===== config.mk =====
export PLATFORM = sky130hd
export DESIGN_NAME = vending_machine
export DESIGN_NICKNAME = d
export VERILOG_FILES = /design/src/rtl/vending_machine.sv
export SDC_FILE = /design/constraint.sdc
export NUM_CORES = 1
export LEC_CHECK = 0
export CORE_UTILIZATION = 66
export CTS_BUF_LIST = sky130_fd_sc_hd__clkbuf_16
export CTS_CLUSTER_DIAMETER = 30
export DETAILED_ROUTE_END_ITERATION = 12
export PLACE_DENSITY = 0.85
export SLEW_MARGIN = 40
export SYNTH_ARGS = -nofsm -noshare
export SYNTH_HDL_FRONTEND = slang
export SYNTH_SLANG_ARGS = --single-unit

===== constraint.sdc =====
create_clock -name clk -period 20.9 [get_ports clk]
set_clock_uncertainty 0.05 [all_clocks]
set_input_delay 2.09 -clock clk [delete_from_list [all_inputs] [get_ports clk]]
set_output_delay 2.09 -clock clk [all_outputs]
set_load 0.02 [all_outputs]

===== src/rtl/vending_machine.sv =====
// vending_machine: coin-operated controller for a 10-item vending board.
//   Coins add credit, L/R step the item selection, C buys the selected item.
//   Price (digits 7..4) and credit (digits 3..0) are shown on a multiplexed
//   8-digit 7-segment display; LEDs show the selection or a vend flash.
// Ports:
//   clk       in   system clock, rising edge
//   rst       in   asynchronous active-low reset
//   L_button  in   move selection left (level, edge-detected)
//   R_button  in   move selection right (level, edge-detected)
//   C_button  in   purchase selected item (level, edge-detected)
//   switch    in   [4] coin inputs: [0]=10 [1]=50 [2]=100 [3]=500
//   DIGIT     out  [8] active-low one-hot digit enable, bit 7 leftmost
//   SEG       out  [7] active-low segments {g,f,e,d,c,b,a}
//   LED       out  [10] one-hot selection, all-on while vending
module vending_machine #(
  parameter int SCAN_DIV    = 4,
  parameter int VEND_CYCLES = 8,
  parameter int CREDIT_MAX  = 9990
) (
  input  logic       clk,
  input  logic       rst,
  input  logic       L_button,
  input  logic       R_button,
  input  logic       C_button,
  input  logic [3:0] switch,
  output logic [7:0] DIGIT,
  output logic [6:0] SEG,
  output logic [9:0] LED
);

  localparam int              DIV_W    = (SCAN_DIV > 1) ? $clog2(SCAN_DIV) : 1;
  localparam logic [DIV_W-1:0] DIV_LAST = DIV_W'(SCAN_DIV - 1);
  localparam logic [7:0]      VEND_W   = 8'(VEND_CYCLES);
  localparam logic [14:0]     MAX_W    = 15'(CREDIT_MAX);

  // Previous-cycle copies of the level inputs for rising-edge detection.
  logic       l_p0, r_p0, c_p0;
  logic [3:0] sw_p0;

  logic [13:0]      credit;
  logic [3:0]       sel;
  logic [7:0]       timer;
  logic [DIV_W-1:0] div_cnt;
  logic [2:0]       scan_idx;

  logic        l_ev, r_ev, c_ev;
  logic [3:0]  sw_ev;
  logic [13:0] coin_sum, credit_coin, credit_ref, credit_next, price;
  logic        buy;
  logic [3:0]  sel_next;
  logic [7:0]  timer_next;
  logic [2:0]  idx_next;
  logic [31:0] disp;

  function automatic logic [13:0] coin_value(input logic [3:0] ev);
    logic [13:0] s;
    s = 14'd0;
    if (ev[0]) s = s + 14'd10;
    if (ev[1]) s = s + 14'd50;
    if (ev[2]) s = s + 14'd100;
    if (ev[3]) s = s + 14'd500;
    return s;
  endfunction

  // Whole-cycle rejection: if the sum would overflow the cap, nothing is added.
  function automatic logic [13:0] add_coins(input logic [13:0] cr, input logic [13:0] sum);
    logic [14:0] total;
    total = {1'b0, cr} + {1'b0, sum};
    return (total > MAX_W) ? cr : total[13:0];
  endfunction

  function automatic logic [13:0] price_of(input logic [3:0] s);
    return 14'd100 + 14'(s) * 14'd50;
  endfunction

  // Double-dabble binary to 4-digit BCD.
  function automatic logic [15:0] to_bcd(input logic [13:0] bin);
    logic [29:0] sh;
    sh = {16'd0, bin};
    for (int i = 0; i < 14; i++) begin
      for (int d = 0; d < 4; d++) begin
        if (sh[14+4*d +: 4] >= 4'd5) sh[14+4*d +: 4] = sh[14+4*d +: 4] + 4'd3;
      end
      sh = sh << 1;
    end
    return sh[29:14];
  endfunction

  function automatic logic [6:0] seg_of(input logic [3:0] d);
    case (d)
      4'd0:    return 7'b1000000;
      4'd1:    return 7'b1111001;
      4'd2:    return 7'b0100100;
      4'd3:    return 7'b0110000;
      4'd4:    return 7'b0011001;
      4'd5:    return 7'b0010010;
      4'd6:    return 7'b0000010;
      4'd7:    return 7'b1111000;
      4'd8:    return 7'b0000000;
      4'd9:    return 7'b0010000;
      default: return 7'b1111111;
    endcase
  endfunction

  always_comb begin
    l_ev  = L_button & ~l_p0;
    r_ev  = R_button & ~r_p0;
    c_ev  = C_button & ~c_p0;
    sw_ev = switch & ~sw_p0;

    // Coins first, then refund, then the purchase check on the result.
    coin_sum    = coin_value(sw_ev);
    credit_coin = add_coins(credit, coin_sum);
    credit_ref  = (l_ev && r_ev) ? 14'd0 : credit_coin;
    // Purchase prices against the selection held before any move this cycle.
    price       = price_of(sel);
    buy         = c_ev && (credit_ref >= price);
    credit_next = buy ? credit_ref - price : credit_ref;

    sel_next = sel;
    if (l_ev && !r_ev)      sel_next = (sel == 4'd0) ? 4'd9 : sel - 4'd1;
    else if (r_ev && !l_ev) sel_next = (sel == 4'd9) ? 4'd0 : sel + 4'd1;

    timer_next = 8'd0;
    if (buy)                timer_next = VEND_W;
    else if (timer != 8'd0) timer_next = timer - 8'd1;

    idx_next = (div_cnt == DIV_LAST) ? scan_idx + 3'd1 : scan_idx;
    disp     = {to_bcd(price), to_bcd(credit)};
  end

  always_comb begin
    LED = 10'd1 << sel;
    if (timer != 8'd0) LED = '1;
  end

  // ---- state update: edge history, credit/selection/vend, display scan ----
  always_ff @(posedge clk or negedge rst) begin
    if (!rst) begin
      l_p0     <= 1'b0;
      r_p0     <= 1'b0;
      c_p0     <= 1'b0;
      sw_p0    <= 4'd0;
      credit   <= 14'd0;
      sel      <= 4'd0;
      timer    <= 8'd0;
      div_cnt  <= '0;
      scan_idx <= 3'd0;
      DIGIT    <= 8'b11111110;
      SEG      <= 7'b1000000;
    end else begin
      l_p0     <= L_button;
      r_p0     <= R_button;
      c_p0     <= C_button;
      sw_p0    <= switch;
      credit   <= credit_next;
      sel      <= sel_next;
      timer    <= timer_next;
      div_cnt  <= (div_cnt == DIV_LAST) ? '0 : div_cnt + 1'b1;
      scan_idx <= idx_next;
      // Enable and pattern come from the same index so they always agree.
      DIGIT    <= ~(8'd1 << idx_next);
      SEG      <= seg_of(disp[{idx_next, 2'b00} +: 4]);
    end
  end

endmodule


* Word-level counts from Yosys, hierarchy flattened *
Memories as Yosys holds them, arrays and structs flattened. A register that Yosys moved wholly into a read port is not among the register bits.
Index checks and enable logic that the tools add are counted.

storage, ports and cells
  ROM bits = 112
  input port bits = 9
  output and inout port bits = 25
  word-level logic and storage cells = 341
  register bits = 46
  memories = 1

memory list
  memory            depth  bits a word  rd ports  clocked after memory_dff  wr ports  line  RTL
  (name not given)  16     7            1         1                         0         90    case (d)

cells by class
  multipliers = 1
  shift operators = 3
  add/subtract/negate cells = 103
  bitwise gates (word level) = 9
  order comparisons = 94
  reductions and logical operators = 10
  multiplexer cells = 108
  eq/ne operators = 2

operators by type and width
  operator               number
  $ge 4x3->1 const B     84
  $mux 4                 71
  $add 4x2->4 const B    66
  $mux 14                6
  $mux 3                 27
  $add 3x2->3 const B    18
  $shiftx 32x6->4        1
  $add 1x2->3 const AB   7
  $ge 1x3->1 const AB    7
  $mux 8                 2
  $add 14x14->15         1
  $gt 15x14->1 const B   1
  $add 14x6->14 const B  1
  $add 14x7->14 const B  1
  $add 14x9->14 const B  1
  $ge 14x11->1           1
  $sub 14x11->14         1
  $add 7x10->11 const A  1
  $mux 10                1
  $shl 1x4->10 const A   1
  $mul 4x5->9 const B    1
  $not 8->8              1
  $reduce_bool 8->1      1
  $shl 1x3->8 const A    1
  other kinds (18)       27

* Longest topological paths before layout *
  depth in word-level cells = 27
  mapped depth = 65
  depth with buffers taken out = 63

* Least setup slack after synthesis *
No wires, ideal clock.

  path kind = reg-to-reg
  start point = reg credit[11]
  end point = reg SEG[4]
  path slack = 9633 ps
  buffers on the path = 3
  required time = 20725 ps
  cell stages (with the launch flop) = 62
  arrival time = 11092 ps
  period minus slack after synthesis = 11267 ps
  setup time = 125 ps
  cells stage by stage = dfrtp_1 -> buf_2 -> inv_2 -> ha_1 -> inv_1 -> ha_1 -> a21oi_2 -> xnor2_2 -> inv_2 -> ha_1 -> and2b_2 -> o21ai_2 -> a21oi_4 -> xnor2_1 -> ha_1 -> buf_2 -> nand2b_1 -> nand4_1 -> [... 26 more ...] -> inv_2 -> ha_1 -> inv_1 -> a21oi_1 -> mux2_2 -> inv_1 -> ha_1 -> a221oi_2 -> a21oi_1 -> or2_2 -> ha_1 -> o21ba_1 -> o41ai_1 -> a221o_1 -> inv_2 -> ha_1 -> nand2_1 -> mux2_2

between the ends
  cells in the longest elaborated chain, start to end = 23
  elaborated cells between the ends (all ways) = 115
  those cells by class = add/sub: 38; order compare: 38; shift: 1; mux: 38

ends and longest elaborated chain
  item                                              line  RTL
  from (decl)                                       40    logic [13:0] credit;
  from (signal assigned)                            156   credit <= credit_next;
  $add 4x2->4 / $ge 4x3->1 (equally long branches)  82    if (sh[14+4*d +: 4] >= 4'd5) sh[14+4*d +: 4] = sh[14+4*d +: 4] + 4'd3;
  $mux 4 (*)                                        82
  $add 4x2->4 / $ge 4x3->1 (equally long branches)  82
  $mux 4                                            82
  $add 4x2->4 / $ge 4x3->1 (equally long branches)  82
  $mux 4                                            82
  $add 4x2->4, or another cell as far along         82
  $mux 4 / $mux 3 (equally long branches)           82
  [... 7 more ...]                                  -
  $mux 4 / $mux 3 (equally long branches)           82
  $add 4x2->4, or another cell as far along         82
  $mux 4 / $mux 3 (equally long branches)           82
  $add 4x2->4, or another cell as far along         82
  $mux 4 / $mux 3 (equally long branches)           82
  $add 4x2->4, or another cell as far along         82
  $mux 4 / $mux 3 (equally long branches)           82
  $shiftx 32x6->4 (*)                               163   SEG <= seg_of(disp[{idx_next, 2'b00} +: 4]);
  to (decl)                                         27    output logic [6:0] SEG,

Every way passes the cells marked *; elsewhere a longest branch is shown, timed or not.
A chain may end at the register's enable or synchronous reset.

* Final worst setup path *
  start point = reg sel[1]
  end point = reg SEG[4]

between the ends
  cells in the longest elaborated chain, start to end = 23
  elaborated cells between the ends (all ways) = 105
  those cells by class = add/sub: 35; mul: 1; order compare: 34; shift: 1; mux: 34

ends and longest elaborated chain
  item                                              line  RTL
  from (decl)                                       41    logic [3:0] sel;
  from (signal assigned)                            157   sel <= sel_next;
  $mul 4x5->9 (*)                                   73    return 14'd100 + 14'(s) * 14'd50;
  $add 7x10->11 (*)                                 73
  $add 4x2->4 / $ge 4x3->1 (equally long branches)  82
  $mux 4                                            82
  $add 4x2->4 / $ge 4x3->1 (equally long branches)  82
  $mux 4                                            82
  $add 4x2->4 / $ge 4x3->1 (equally long branches)  82
  $mux 4                                            82
  [... 7 more ...]                                  -
  $mux 4 / $mux 3 (equally long branches)           82
  $add 4x2->4, or another cell as far along         82
  $mux 4 / $mux 3 (equally long branches)           82
  $add 4x2->4, or another cell as far along         82
  $mux 4 / $mux 3 (equally long branches)           82
  $add 4x2->4, or another cell as far along         82
  $mux 4 / $mux 3 (equally long branches)           82
  $shiftx 32x6->4 (*)                               163

Marked as above.

==> summary.txt <==
Worst setup path
  – Slowest CP cell: dfrtp_1
  – Cell mode on critical path: ha_1
  – Reg2reg start: sel[1]
  – Critical path data required time: 21.03 ns
  – Critical path type: flip-flop to flip-flop
  – CP startpoint: sel[1]
  – CP Max Fanout: 14
  – CP peak stage delay: between 0.6 and 0.7 ns
  – Crit. End Element: flip-flop
  – CP Launch Type: flip-flop
  – Crit path DAT: approximately 13 ns

Yosys
  – Syn. warnings: 0
  – Unique masters post-synth: 122
  – Avg Cell Area, Syn: about 7.7 µm²
  – Yosys top cell area share: 12.9%
  – Number of synthesized flops with an enable pin: 0
  – Commonest cells in the netlist: 136 x nand2_1, 108 x ha_1, 107 x nor2_1
  – Top cells by area, synth: ha_1 13%, dfrtp_1 11%, nand2_1 4.9%, mux2i_1 4.3%, a21oi_1 4.1%
  – Synth Instances: approximately 1,400
  – Most used DFF post-synth: dfrtp_1
  – Synthesized flop and latch total: 53
  – Sequential area share after synthesis: 12.8%
  – Largest area contributor in the netlist: ha_1
  – Syn nets: 1,485
  – Asr flop ratio synth: 100%
  – Mapped cell area: roughly 10,000 µm²
  – Most frequent cell after synthesis: nand2_1

Route
  – Detail Route met2 WL: around 12 mm
  – Routed Antenna Nets: 0
  – DRT iter0 DRCs: roughly 690
  – Routed length on met3: ~1.2 mm
  – Post-route DRC: 0
  – Wire per inst: 15.9 µm
  – Routed WL: 25.0 mm
  – Via count: 10,300
  – DR top layer: met4
  – Vias per cell: 6.54
  – First drt pass iteration count: 5
  – WL met1: 11.3 mm

Place
  – I/O Buffers: 33
  – Area post-placement: about 11,000 µm²
  – RePlAce Congestion: 0.903
  – Pre-CTS setup slack: 7.97 ns
  – DP Wirelength: 19.5 mm

GRT
  – Initial antenna violation count: 0
  – First-pass GRT wire length: 42.2 mm
  – Global Route Usage Sum: 30.6%
  – Vias in the first global route: 9,288
  – Grt ovf: 0
  – Largest net degree at the start of global routing: 33

Run
  – Max Cap Viol: 0

Layout
  – Register area: 1340 µm²
  – Fillers: 1,260
  – Multi-input logic area: between 8000 and 9000 µm²
  – P&R area growth vs syn: 5.44%
  – Post-route cell area: 11,000 µm²
  – Nets: approximately 1,500
  – Fraction of layout cells with a size suffix above 1: between 10% and 20%
  – Diode count: 0

Clocking
  – Worst-path clk slew: around 0.07 ns
  – # Post-CTS Setup Buffers: 0
  – Worst-Skew Late Latency: 0.30 ns
  – CTS tree: built
  – CTS HTree Levels: 2
  – Clock sinks: 53
  – Largest buffer count on any clock path: 2
  – Post-cts resize count: 0
  – Post-CTS Hold Buffers: 0
  – TritonCTS buffer count: 5
  – Root Driver: clkbuf_16

Die
  – Die width: 128 µm
  – Core Area: 15,300 µm²
  – Die Footprint: 16,400 µm²
  – Initial core utilization: roughly 68%
  – Row cnt: between 40 and 50
  – IO Pins: 34
  – Die height: 128 µm

STA
  – Hold Vio Cnt, Final: 0
  – Min Tclk post-route: between 10 and 15 ns
  – Tightest Pin Transition: 0.815 ns
  – Post-route setup TNS: 0 ns
  – Final setup vio count: 0
  – Fin crit share: roughly 63%
  – Max Slew Vio Count: 0
  – Relative slew margins: 45.3%
  – Fmax: 76.3 MHz
  – Setup WS post-layout: 7.79 ns
  – Unrepaired setup endpoints after global routing: no

Status
  – Status: complete, no violations

Hold path
  – Hold/Removal Path Class: flip-flop to flip-flop
  – HP Start: div_cnt[0]
metrics by stage:
stage | hold slack, ns | cells | utilization, %
3_3_place_gp | 0.365 | 1566 | 71.0
3_5_place_dp | 0.397 | 1566 | 71.0
4_1_cts | 0.407 | 1574 | 72.0
5_1_grt | 0.423 | 1575 | 72.1
2_1_floorplan | 0.353 | 1365 | -
6_report | 0.408 | 1575 | 72.1
routing by layer:
| layer | vias to the layer above | global-route usage (%) |
|---|---|---|
| li1 | 5072 | - |
| met1 | 4856 | 40.2 |
| met2 | 319 | 54.3 |
| met4 | 0 | 8.37 |
| met3 | 48 | 1.96 |
| met5 | - | 0 |
state kept, by name, indices dropped and copies added (netlist names), 2 cells and up:
| register | cells |
|---|---|
| SEG | 7 |
| DIGIT | 8 |
| div_cnt | 2 |
| scan_idx | 3 |
| credit | 14 |
| sw_p0 | 4 |
| sel | 4 |
| timer | 8 |
worst paths after layout:
kind / end / slack (ns) / cells after the start
max: SEG[4] / 7.79 / 55
max reg2reg: SEG[4] / 7.79 / 55
min reg2reg: div_cnt[0] / 0.41 / 1
min in group asynchronous: sel[1] / 1.71 / 1
min: div_cnt[0] / 0.41 / 1
max in group asynchronous: DIGIT[7] / 18.24 / 2
critical path: cells and delay by family (launching register included):
family,cells,cell delay (ns)
mux,6,1.46
simple gates,13,2.09
compound gates,12,2.75
fa+ha+maj,13,3.52
flops,1,0.68
buf+inv,8,1.24
xor+xnor,3,1.15
layout by cell type (no fill, tap or decap), drive strengths merged, types with 6 or more instances in the layout:
cell type      count
o21bai            10
or2               18
nand4             17
a31oi             19
o31a               6
o22ai             16
nor3              34
o2111ai            7
a21boi            13
o221ai             6
ha               108
or3               10
o21ai             88
o311ai             6
mux2              32
mux2i             52
a311oi            11
dfrtp             45
nand3             39
a21o              30
clkdlybuf4s50     32
a211oi            23
dfstp              8
a21oi             89
xor2              19
o21a               9
o31ai             10
inv               92
nor2             109
nor2b             18
o211a             10
xnor2             46
and2              13
nand2b            24
and3               9
o211ai            30
nand2            137
layout make-up:
class	instances	share of cell area, %
Multi-Input combinational cell	1173	77.9
Clock inverter	3	0.136
Inverter	93	3.19
Tap cell	211	2.39
Timing Repair Buffer	37	3.20
Sequential cell	53	12.1
Clock buffer	5	1.13
logic make-up (layout without fill, tap and decap cells):
kind of cell               count (synthesis)  count (layout)  share of synthesized area (%)
DFF                                       53              53                           12.8
adders and majority gates                113             113                           13.7
muxes                                     84              84                           9.06
buffers and inverters                    139             138                           5.31
and+or+nand+nor                          462             462                           21.9
AOI/OAI and AO/OA                        449             449                           31.3
xor gates and xnor gates                  65              65                           6.08
Power is not shown: default switching activity piles up to over one toggle a cycle in this logic, so the estimate is an artifact.
